===== config.mk =====
export PLATFORM = sky130hd
export DESIGN_NAME = mem_port_arbiter
export DESIGN_NICKNAME = d
export VERILOG_FILES = /design/src/rtl/mem_port_arbiter.sv
export SDC_FILE = /design/constraint.sdc
export NUM_CORES = 1
export LEC_CHECK = 0
export CELL_PAD_IN_SITES_DETAIL_PLACEMENT = 1
export CELL_PAD_IN_SITES_GLOBAL_PLACEMENT = 1
export CORE_ASPECT_RATIO = 1.4
export CORE_MARGIN = 3
export CORE_UTILIZATION = 31
export CTS_BUF_LIST = sky130_fd_sc_hd__clkbuf_2 sky130_fd_sc_hd__clkbuf_4 sky130_fd_sc_hd__clkbuf_8
export CTS_CLUSTER_DIAMETER = 120
export DETAILED_ROUTE_END_ITERATION = 6
export HOLD_SLACK_MARGIN = 0.12
export PLACE_DENSITY = 0.92
export SLEW_MARGIN = 20
export SYNTH_ARGS = -nofsm -noshare
export SYNTH_HDL_FRONTEND = slang
export SYNTH_SLANG_ARGS = --single-unit

===== constraint.sdc =====
create_clock -name clk -period 2.45 [get_ports clk]
set_input_delay 0.49 -clock clk [delete_from_list [all_inputs] [get_ports clk]]
set_output_delay 0.49 -clock clk [all_outputs]
set_load 0.05 [all_outputs]

===== src/rtl/mem_port_arbiter.sv =====
// -----------------------------------------------------------------------------
// mem_port_arbiter
//
// Shares one single-port unified memory between the instruction-fetch (IF)
// stage and the load/store (MEM) stage of a 5-stage pipeline. Each access is
// sequenced through a mem_req/mem_ready handshake. While an access is pending
// the requester sees its stall output high; completion is signalled by a
// one-cycle valid pulse carrying the registered result.
//
// Arbitration: data accesses win, except when a fetch is pending and the data
// side has already been granted MAX_DATA_RUN times in a row while that fetch
// waited. In that case the fetch wins.
//
// Robustness: an access that sees no mem_ready for TIMEOUT request cycles is
// abandoned. The valid pulse is issued with a zero result and the sticky
// bus_err flag is raised. A branch redirect (if_flush) during a fetch lets
// the memory cycle finish but suppresses the result.
//
// Parameters
//   XLEN          data and address width
//   MAX_DATA_RUN  max consecutive data grants while a fetch is pending
//   TIMEOUT       request cycles without mem_ready before abort (8-bit count)
//
// Ports
//   clk, reset             clock; synchronous active-high reset
//   if_req/if_addr         fetch request and PC
//   if_flush               discard the in-flight fetch
//   if_stall               if_req & ~if_valid (combinational)
//   if_valid/if_instr      fetch completion pulse and registered word
//   d_memread/d_memwrite   load/store request from the MEM stage
//   d_addr/d_wdata         load/store address and store data
//   d_stall                (d_memread|d_memwrite) & ~d_valid (combinational)
//   d_valid/d_rdata        data completion pulse and registered load result
//   mem_req/mem_we         memory request (held until mem_ready) and write enable
//   mem_addr/mem_wdata     registered address and write data
//   mem_rdata/mem_ready    memory read data and completion strobe
//   bus_err                sticky timeout flag, cleared only by reset
// -----------------------------------------------------------------------------
module mem_port_arbiter #(
  parameter int XLEN         = 32,
  parameter int MAX_DATA_RUN = 4,
  parameter int TIMEOUT      = 255
) (
  input  logic            clk,
  input  logic            reset,

  input  logic            if_req,
  input  logic [XLEN-1:0] if_addr,
  input  logic            if_flush,
  output logic            if_stall,
  output logic            if_valid,
  output logic [XLEN-1:0] if_instr,

  input  logic            d_memread,
  input  logic            d_memwrite,
  input  logic [XLEN-1:0] d_addr,
  input  logic [XLEN-1:0] d_wdata,
  output logic            d_stall,
  output logic            d_valid,
  output logic [XLEN-1:0] d_rdata,

  output logic            mem_req,
  output logic            mem_we,
  output logic [XLEN-1:0] mem_addr,
  output logic [XLEN-1:0] mem_wdata,
  input  logic [XLEN-1:0] mem_rdata,
  input  logic            mem_ready,

  output logic            bus_err
);

  localparam int RUN_W = (MAX_DATA_RUN < 1) ? 1 : $clog2(MAX_DATA_RUN + 1);
  localparam logic [RUN_W-1:0] RUN_MAX  = RUN_W'(MAX_DATA_RUN);
  localparam logic [7:0]       TMO_LAST = 8'(TIMEOUT - 1);

  typedef enum logic [1:0] {
    IDLE  = 2'd0,
    DATA  = 2'd1,
    FETCH = 2'd2
  } state_t;

  // Run counter stops at MAX_DATA_RUN so the fetch-turn compare stays exact.
  function automatic logic [RUN_W-1:0] run_sat_inc(input logic [RUN_W-1:0] v);
    return (v == RUN_MAX) ? v : v + RUN_W'(1);
  endfunction

  state_t            state, state_nxt;
  logic [RUN_W-1:0]  run_cnt, run_nxt;
  logic [7:0]        tmo_cnt, tmo_nxt;
  logic              drop, drop_nxt;

  logic              mem_req_nxt;
  logic              mem_we_nxt;
  logic [XLEN-1:0]   mem_addr_nxt;
  logic [XLEN-1:0]   mem_wdata_nxt;
  logic              if_valid_nxt;
  logic [XLEN-1:0]   if_instr_nxt;
  logic              d_valid_nxt;
  logic [XLEN-1:0]   d_rdata_nxt;
  logic              bus_err_nxt;

  logic              d_any;
  logic              d_req;
  logic              f_req;
  logic              fetch_turn;
  logic              grant_data;
  logic              grant_fetch;
  logic              drop_now;

  assign d_any    = d_memread | d_memwrite;
  assign d_stall  = d_any & ~d_valid;
  assign if_stall = if_req & ~if_valid;

  // Masking with the valid pulse keeps a requester from being re-granted in
  // the same cycle its previous access is reported complete.
  assign d_req = d_any & ~d_valid;
  assign f_req = if_req & ~if_valid & ~if_flush;

  assign fetch_turn  = f_req & (run_cnt == RUN_MAX);
  assign grant_data  = d_req & ~fetch_turn;
  assign grant_fetch = f_req & ~grant_data;

  // A flush in the completing cycle counts as well as an earlier one.
  assign drop_now = drop | if_flush;

  // ---- arbitration / access sequencing (next-state) ----
  always_comb begin
    state_nxt     = state;
    run_nxt       = run_cnt;
    tmo_nxt       = tmo_cnt;
    drop_nxt      = drop;
    mem_req_nxt   = mem_req;
    mem_we_nxt    = mem_we;
    mem_addr_nxt  = mem_addr;
    mem_wdata_nxt = mem_wdata;
    if_valid_nxt  = 1'b0;
    if_instr_nxt  = if_instr;
    d_valid_nxt   = 1'b0;
    d_rdata_nxt   = d_rdata;
    bus_err_nxt   = bus_err;

    case (state)
      IDLE: begin
        drop_nxt = 1'b0;
        if (grant_data) begin
          state_nxt     = DATA;
          mem_req_nxt   = 1'b1;
          // A simultaneous read+write request is treated as a write.
          mem_we_nxt    = d_memwrite;
          mem_addr_nxt  = d_addr;
          mem_wdata_nxt = d_wdata;
          tmo_nxt       = 8'd0;
          // The run only accumulates while a fetch is actually waiting.
          run_nxt       = f_req ? run_sat_inc(run_cnt) : '0;
        end else if (grant_fetch) begin
          state_nxt     = FETCH;
          mem_req_nxt   = 1'b1;
          mem_we_nxt    = 1'b0;
          mem_addr_nxt  = if_addr;
          mem_wdata_nxt = '0;
          tmo_nxt       = 8'd0;
          run_nxt       = '0;
        end
      end

      DATA: begin
        if (mem_ready) begin
          d_rdata_nxt = mem_we ? '0 : mem_rdata;
          d_valid_nxt = 1'b1;
          mem_req_nxt = 1'b0;
          mem_we_nxt  = 1'b0;
          state_nxt   = IDLE;
        end else if (tmo_cnt == TMO_LAST) begin
          bus_err_nxt = 1'b1;
          d_rdata_nxt = '0;
          d_valid_nxt = 1'b1;
          mem_req_nxt = 1'b0;
          mem_we_nxt  = 1'b0;
          state_nxt   = IDLE;
        end else begin
          tmo_nxt = tmo_cnt + 8'd1;
        end
      end

      FETCH: begin
        drop_nxt = drop_now;
        if (mem_ready) begin
          if (!drop_now) begin
            if_instr_nxt = mem_rdata;
            if_valid_nxt = 1'b1;
          end
          mem_req_nxt = 1'b0;
          drop_nxt    = 1'b0;
          state_nxt   = IDLE;
        end else if (tmo_cnt == TMO_LAST) begin
          bus_err_nxt = 1'b1;
          if (!drop_now) begin
            if_instr_nxt = '0;
            if_valid_nxt = 1'b1;
          end
          mem_req_nxt = 1'b0;
          drop_nxt    = 1'b0;
          state_nxt   = IDLE;
        end else begin
          tmo_nxt = tmo_cnt + 8'd1;
        end
      end

      default: begin
        state_nxt   = IDLE;
        mem_req_nxt = 1'b0;
        mem_we_nxt  = 1'b0;
        drop_nxt    = 1'b0;
      end
    endcase
  end

  // ---- state and output registers ----
  always_ff @(posedge clk) begin
    if (reset) begin
      state     <= IDLE;
      run_cnt   <= '0;
      tmo_cnt   <= 8'd0;
      drop      <= 1'b0;
      mem_req   <= 1'b0;
      mem_we    <= 1'b0;
      mem_addr  <= '0;
      mem_wdata <= '0;
      if_valid  <= 1'b0;
      if_instr  <= '0;
      d_valid   <= 1'b0;
      d_rdata   <= '0;
      bus_err   <= 1'b0;
    end else begin
      state     <= state_nxt;
      run_cnt   <= run_nxt;
      tmo_cnt   <= tmo_nxt;
      drop      <= drop_nxt;
      mem_req   <= mem_req_nxt;
      mem_we    <= mem_we_nxt;
      mem_addr  <= mem_addr_nxt;
      mem_wdata <= mem_wdata_nxt;
      if_valid  <= if_valid_nxt;
      if_instr  <= if_instr_nxt;
      d_valid   <= d_valid_nxt;
      d_rdata   <= d_rdata_nxt;
      bus_err   <= bus_err_nxt;
    end
  end

endmodule


---- After elaboration in Yosys (flattened, before gate mapping) ----
Index checks and enable logic that the tools add are counted.
storage, ports and cells
  bits in registers ....................... 147
  input port bits ......................... 135
  output and inout port bits .............. 135
  logic and storage cells ................. 98
operators by class
  add/sub/neg operators ................... 2
  equal/unequal tests ..................... 10
  multiplexer cells ....................... 41
  bitwise operators ....................... 17
  reduce and logical (&&, ||, !) cells .... 15
operators by type and width
  kind                                                                    number
  32-bit two-way mux                                                      11
  8-bit two-way mux                                                       4
  8-bit case mux with 2 select lines                                      1
  1-bit two-way mux                                                       13
  3-bit two-way mux                                                       4
  3-bit AND reduction                                                     4
  3-bit != test (second input constant)                                   3
  1-bit NOT                                                               9
  8-bit by 1-bit adder with 8-bit output (second input constant)          1
  8-bit equality test (second input constant)                             1
  2-bit two-way mux                                                       4
  1-bit AND                                                               6
  2-bit AND reduction                                                     3
  2-bit nonzero test                                                      3
  2-bit OR reduction                                                      3
  2-bit != test (second input constant)                                   2
  1-bit case mux with 2 select lines                                      2
  2-bit case mux with 2 select lines                                      1
  4-bit AND reduction                                                     1
  3-bit by 1-bit adder with 3-bit output (second input constant)          1
  3-bit equality test (second input constant)                             1
  3-bit by 1-bit != test with 1-bit output (second input constant)        1
  1-bit case mux with 3 select lines                                      1
  2-bit by 1-bit equality test with 1-bit output (second input constant)  1
  3 further kinds                                                         4

---- Longest topological paths before layout ----
Gate-level depths: netlist of the first run.
  word-level depth ........................ 11
  mapped depth ............................ 8
  depth with buffers taken out ............ 6

---- Worst setup path before layout of the first run ----
Ideal clock, no wire load.
  path type ............................... register to register
  start point ............................. register d_valid
  end point ............................... register mem_we
  library setup time ...................... 127 ps
  data arrival time ....................... 1,824 ps
  setup slack ............................. 499 ps
  cell stages (with the launch flop) ...... 7
  buffers on the path ..................... 1
  clock period less this slack ............ 1,951 ps
  cells stage by stage .................... dfxtp_1 > o21bai_4 > inv_2 > nor3_4 > buf_2 > a211oi_1 > mux2i_1
on the way
  longest elaborated chain between the ends .. 7
  elaborated cells on any way between the ends .. 9
  classes of those cells .................. 1 x eq/ne; 2 x mux; 5 x bitwise; 1 x reduce/logical
RTL lines
  what                           RTL line  RTL
  start: declaration             59        output logic d_valid,
  start signal: assignment       245       d_valid <= d_valid_nxt;
  1-bit NOT *                    --
  1-bit AND *                    --
  via d_stall                    58        output logic d_stall,
  1-bit AND *                    120       assign grant_data = d_req & ~fetch_turn;
  1-bit NOT                      121       assign grant_fetch = f_req & ~grant_data;
  1-bit AND                      121
  3-bit != test (no line)        --
  3-bit AND reduction (no line)  --
  end signal: assignment         240       mem_we <= mem_we_nxt;
  end: declaration               63        output logic mem_we,
The timed path passes the listed nets; every way through them passes the cells marked *.
A chain may end at the register's enable or synchronous reset.

---- Worst setup path after layout of the first run ----
  start point ............................. register if_valid
  end point ............................... output if_valid
RTL lines
  what                      RTL line  RTL
  start: declaration        51        output logic if_valid,
  start signal: assignment  243       if_valid <= if_valid_nxt;
No word-level cell between the ends.

==> flow_metrics.tcl, run 1 <==
set metrics [dict create \
    outcome "finished clean" \
    grt_antenna_before_repair 0 \
    die_h_um 171 \
    synth_edf_count 0 \
    die-area_mm2 0.0213 \
    crit_arrival_ns 1.72 \
    clock_latency_ns 0.43 \
    critPathTopFamily "buffers and inverters" \
    utilization_pct 49.9 \
    final_cell_mix "clkdlybuf4s50_1 (265), dfxtp_1 (147), nand2_1 (71)" \
    path_cells "clkdlybuf4s50_1" \
    start_util_pct 32.0 \
    core_area_mm2 0.0189 \
    cp.required_ns 1.96 \
    synth_cell_types 48 \
    drive_above_1_share_pct 11.3 \
    grt_max_degree 65 \
    multi_input_area_mm2 0.00282 \
    crit_fanout 4 \
    grt_pass1_vias 6150 \
    layout_commonest_cell "clkdlybuf4s50_1" \
    syn_to_final_growth_pct 55.8 \
    grt_pass1_wl_um 31500 \
    worstSetupEndpointType "output port" \
    cts_hold_buf 0 \
    cts_tree "built" \
    io_buffers 269 \
    seq_area_frac_synth_pct 48.6 \
    final-max-slew-violation-count 0 \
    min_period_over_period_pct 90.1 \
    antenna_cells 0 \
    synthFlopType "dfxtp_1" \
    ys_warn_count 0 \
    critical_path_class "reg2out" \
    cts_setup_buffers 0 \
    grt-ovfl-total 0 \
    synth_largest_area_cell "dfxtp_1" \
    hp-class "reg2reg" \
    drt_wl_total_um 20700 \
    synth-seq-cells 147 \
    gp_congestion 0.759 \
    drc 0 \
    ant_nets 0 \
    synth_cells 641 \
    rsz0062_at_grt "false" \
    p_per_area_mw_per_mm2 711 \
    yosys.area.top_type_share_pct 48.6 \
    async_reset_ff_share_pct 0 \
    cts-resized-gates 0 \
    cts_buffer_depth 2 \
    viasPerCell 5.18 \
    regArea_mm2 0.00294 \
    vdd_drop_max_uv 333 \
    avgSynthCellArea_um2 9.44 \
    clock_sinks 147 \
    critPathLaunchType "flip-flop" \
    synth_area_mm2 0.00605 \
    critPathMaxStageDelay_ns 0.87 \
    cts_root_buf "clkbuf_8" \
    htree_levels 4 \
    drt_iter0_markers 213 \
    rows 59 \
    fin_nets 1035 \
    n_fill_cell 2133 \
    synth_area_leaders "dfxtp_1 (49%), a311oi_2 (7.2%), a32o_1 (5.3%)" \
    firstDrtPassIters 4 \
    wl_per_cell_um 18.0 \
    die_w_um 124 \
    cts.clk_slew.worst_paths_ns 0.09 \
    slowest_stage "clkdlybuf4s50_1" \
    syn_nets 783 \
    final-hold-violation-count 0 \
    slew_headroom_pct 55.5 \
    max_freq_mhz 453 \
    grt.total_usage_pct 18.6 \
    tns_ns 0 \
    dp_hpwl_um 15100 \
    tightest_slew_ns 0.660 \
    worst_clock_skew_ns 0.0153 \
    io_pins 270 \
    power_leakage_nw 3.34 \
    cp.buffers_inverters 1 \
    vias 5954 \
    cts_made_buffers 17 \
    max_cap_viol_count 0 \
    period_needed_ns 2.21 \
    setup_violations 0 \
]
-- cell type report --
class                           instances  area share [%]
Clock inverter                         13            1.21
Clock buffer                           18            2.63
Timing Repair Buffer                  292            31.5
Multi-Input combinational cell        425            29.9
Tap cell                              244            3.24
Sequential cell                       147            31.2
Inverter                               10           0.398
-- cells by family after synthesis --
family	after synthesis	share of synthesized area (%)
and+or+nand+nor	209	15.7
AOI/OAI and AO/OA	204	28.0
DFF	147	48.6
buffers and inverters	69	5.38
adders and majority gates	7	1.45
muxes	5	0.827
-- Yosys cell counts (7+ instances only) --
cell type	instances
ha_1	7
o21ai_0	34
nand3_1	39
a311oi_2	29
buf_2	14
clkbuf_1	37
a22oi_1	33
a21oi_1	44
a32o_1	32
inv_1	9
nor2_1	69
nand2_1	71
dfxtp_1	147
-- worst paths after layout --
| path | startpoint | to | slack (ns) | cells past startpoint |
|---|---|---|---|---|
| setup / recovery | if_valid | if_valid | 0.24 | 1 |
| hold / removal | d_rdata[26] | d_rdata[26] | 0.47 | 1 |
| setup reg to reg | tmo_cnt[0] | tmo_cnt[7] | 0.37 | 6 |
| hold reg to reg | d_rdata[26] | d_rdata[26] | 0.47 | 1 |
-- flip-flops by register name, summed over array words and instances, names as in the netlist --
| register | flops |
|---|---|
| d_rdata | 32 |
| if_instr | 32 |
| mem_addr | 32 |
| mem_wdata | 32 |
| tmo_cnt | 8 |
| run_cnt | 3 |
| state | 2 |
| bus_err | 1 |
| d_valid | 1 |
| drop | 1 |
| if_valid | 1 |
| mem_req | 1 |
| mem_we | 1 |
-- through the flow --
stage          area [um^2]  setup slack [ns]  hold slack (ns)  std cells  power (mW)
2_1_floorplan         6050             0.499            0.466        641        4.12
3_3_place_gp          9070            0.0983            0.445       1118        4.95
3_5_place_dp          9070           0.00252            0.456       1118        5.01
4_1_cts               9430             0.197            0.455       1149        6.81
5_1_grt               9430             0.139            0.487       1149        7.05
6_report              9430             0.244            0.475       1149        6.70
-- layer usage --
layer | up-vias | GRT usage, % | wire (um)
met3 | 18 | 6.45 | 1620
met4 | 0 | 4.72 | 303
met5 | - | 0 | 0
met2 | 216 | 35.1 | 10900
met1 | 2871 | 19.5 | 7800
li1 | 2849 | - | -
-- power by group --
part,total [mW],internal [mW],switching (mW)
sequential,2.69,2.58,0.109
clock,1.77,0.756,1.01
combinational,2.25,0.850,1.40
total,6.70,4.19,2.52
Note: power is estimated with default switching activity, not from simulation.
==> run 2, diff against run 1 <==
- CAP_MARGIN: not set -> 20
- clock period: 2.45 -> 2.4 ns (I/O delays scaled with it)
==> flow_metrics.tcl, run 2 (synthesized netlist as in run 1, its figures left out) <==
set metrics [dict create \
    grt_max_degree 65 \
    rsz0062_at_grt "false" \
    io_pins 270 \
    dp_slack_ns -0.112 \
    cts_made_buffers 17 \
    clock_sinks 147 \
    finalWorstSetupSlack_ns 0.177 \
    cts_tree "built" \
    slowest_stage "clkdlybuf4s50_1" \
    slew_headroom_pct 53.5 \
    io_buffers 269 \
    cts_hold_buf 0 \
    antenna_cells 0 \
    drc 0 \
    grt_pass1_vias 6376 \
    die_h_um 171 \
    worst_clock_skew_ns 0.0168 \
    hp-class "in2reg" \
    max_freq_mhz 450 \
    p_per_area_mw_per_mm2 725 \
    period_needed_ns 2.22 \
    vias 5999 \
    fin_nets 1039 \
    final-max-slew-violation-count 0 \
    grt-ovfl-total 0 \
    grt_antenna_before_repair 0 \
    critPathLaunchType "flip-flop" \
    core_area_mm2 0.0189 \
    final_cell_mix "clkdlybuf4s50_1 (265), dfxtp_1 (147), nand2_1 (71)" \
    cts_buffer_depth 2 \
    gp_congestion 0.767 \
    min_period_over_period_pct 92.6 \
    ant_nets 0 \
    vdd_drop_max_uv 318 \
    crit_arrival_ns 1.74 \
    drt_iter0_markers 257 \
    drt_wl_total_um 21200 \
    cts_root_buf "clkbuf_8" \
    layout_commonest_cell "clkdlybuf4s50_1" \
    wl_per_cell_um 18.4 \
    instances_no_fill 1154 \
    outcome "finished clean" \
    worstSetupEndpointType "output port" \
    path_cells "clkdlybuf4s50_1" \
    viasPerCell 5.20 \
    critPathTopFamily "buffers and inverters" \
    critical_path_class "reg2out" \
    critPathMaxStageDelay_ns 0.87 \
    die-area_mm2 0.0213 \
    rows 59 \
    htree_levels 4 \
    n_fill_cell 2141 \
    dp_hpwl_um 15600 \
    grt.total_usage_pct 19.5 \
    firstDrtPassIters 4 \
    max_cap_viol_count 0 \
    syn_to_final_growth_pct 56.3 \
    drive_above_1_share_pct 11.8 \
    clock_latency_ns 0.45 \
    die_w_um 124 \
    cp.required_ns 1.92 \
    rrSetupSlack_ns 0.31 \
    power_leakage_nw 3.35 \
    final-hold-violation-count 0 \
    cts.clk_slew.worst_paths_ns 0.09 \
    cp.buffers_inverters 1 \
    dp_cells 1122 \
    cts_setup_buffers 0 \
    crit_fanout 4 \
    start_util_pct 32.0 \
    tightest_slew_ns 0.690 \
    setup_violations 0 \
    grt_pass1_wl_um 32400 \
    cts-resized-gates 0 \
]
==> run 2: cell types whose count changed in the layout (fill, tap and decap cells not counted), sizes merged <==
| cell | previous run | this run |
|---|---|---|
| clkinv | 1 | 3 |
| inv | 18 | 15 |
| buf | 27 | 31 |
| clkinvlp | 4 | 6 |
==> run 2: metrics by stage <==
stage	total power [mW]	TNS [ns]	util [%]	hold WS [ns]	area, um^2
2_1_floorplan	4.20	0	-	0.466	6050
3_3_place_gp	5.08	0	48.1	0.445	9100
3_5_place_dp	5.15	-0.693	48.1	0.455	9100
4_1_cts	6.98	0	50.1	0.362	9460
5_1_grt	7.22	0	50.1	0.383	9460
6_report	6.86	0	50.1	0.403	9460
==> run 2: path summary, 6_finish.rpt <==
check / startpoint / end / cells past startpoint
hold / removal: reset / if_instr[11] / 2
setup / recovery: if_valid / if_valid / 1
setup reg to reg: tmo_cnt[0] / tmo_cnt[7] / 6
hold reg to reg: d_rdata[14] / d_rdata[14] / 1
==> run 2: cell type report <==
type,instances,area (um^2),share of cell area (%)
sequential,147,2940,31.1
clock inverter,14,121,1.28
timing repair buffer,296,3000,31.7
clock buffer,18,241,2.55
tap,244,305,3.23
multi-input combinational,425,2820,29.8
inverter,10,37.5,0.397
==> run 2: worst reg2reg max path: stages (launching register included) <==
cell	delay (ns)
dfxtp_1	0.40
inv_1	0.09
ha_1	0.21
and3_1	0.25
a211o_1	0.48
a2111oi_2	0.39
mux2i_1	0.21
==> run 2: report_power, final <==
part | switching, mW | leakage, nW | internal [mW]
clock | 1.04 | 0.167 | 0.750
combinational | 1.44 | 1.98 | 0.887
sequential | 0.115 | 1.20 | 2.64
==> run 2: layer usage <==
| metal | global-route usage [%] | up-vias | routed length (um) |
|---|---|---|---|
| met4 | 6.20 | 0 | 398 |
| met5 | 0 | - | 0 |
| met1 | 19.3 | 2891 | 7650 |
| li1 | - | 2860 | - |
| met2 | 36.9 | 223 | 11400 |
| met3 | 7.20 | 25 | 1810 |
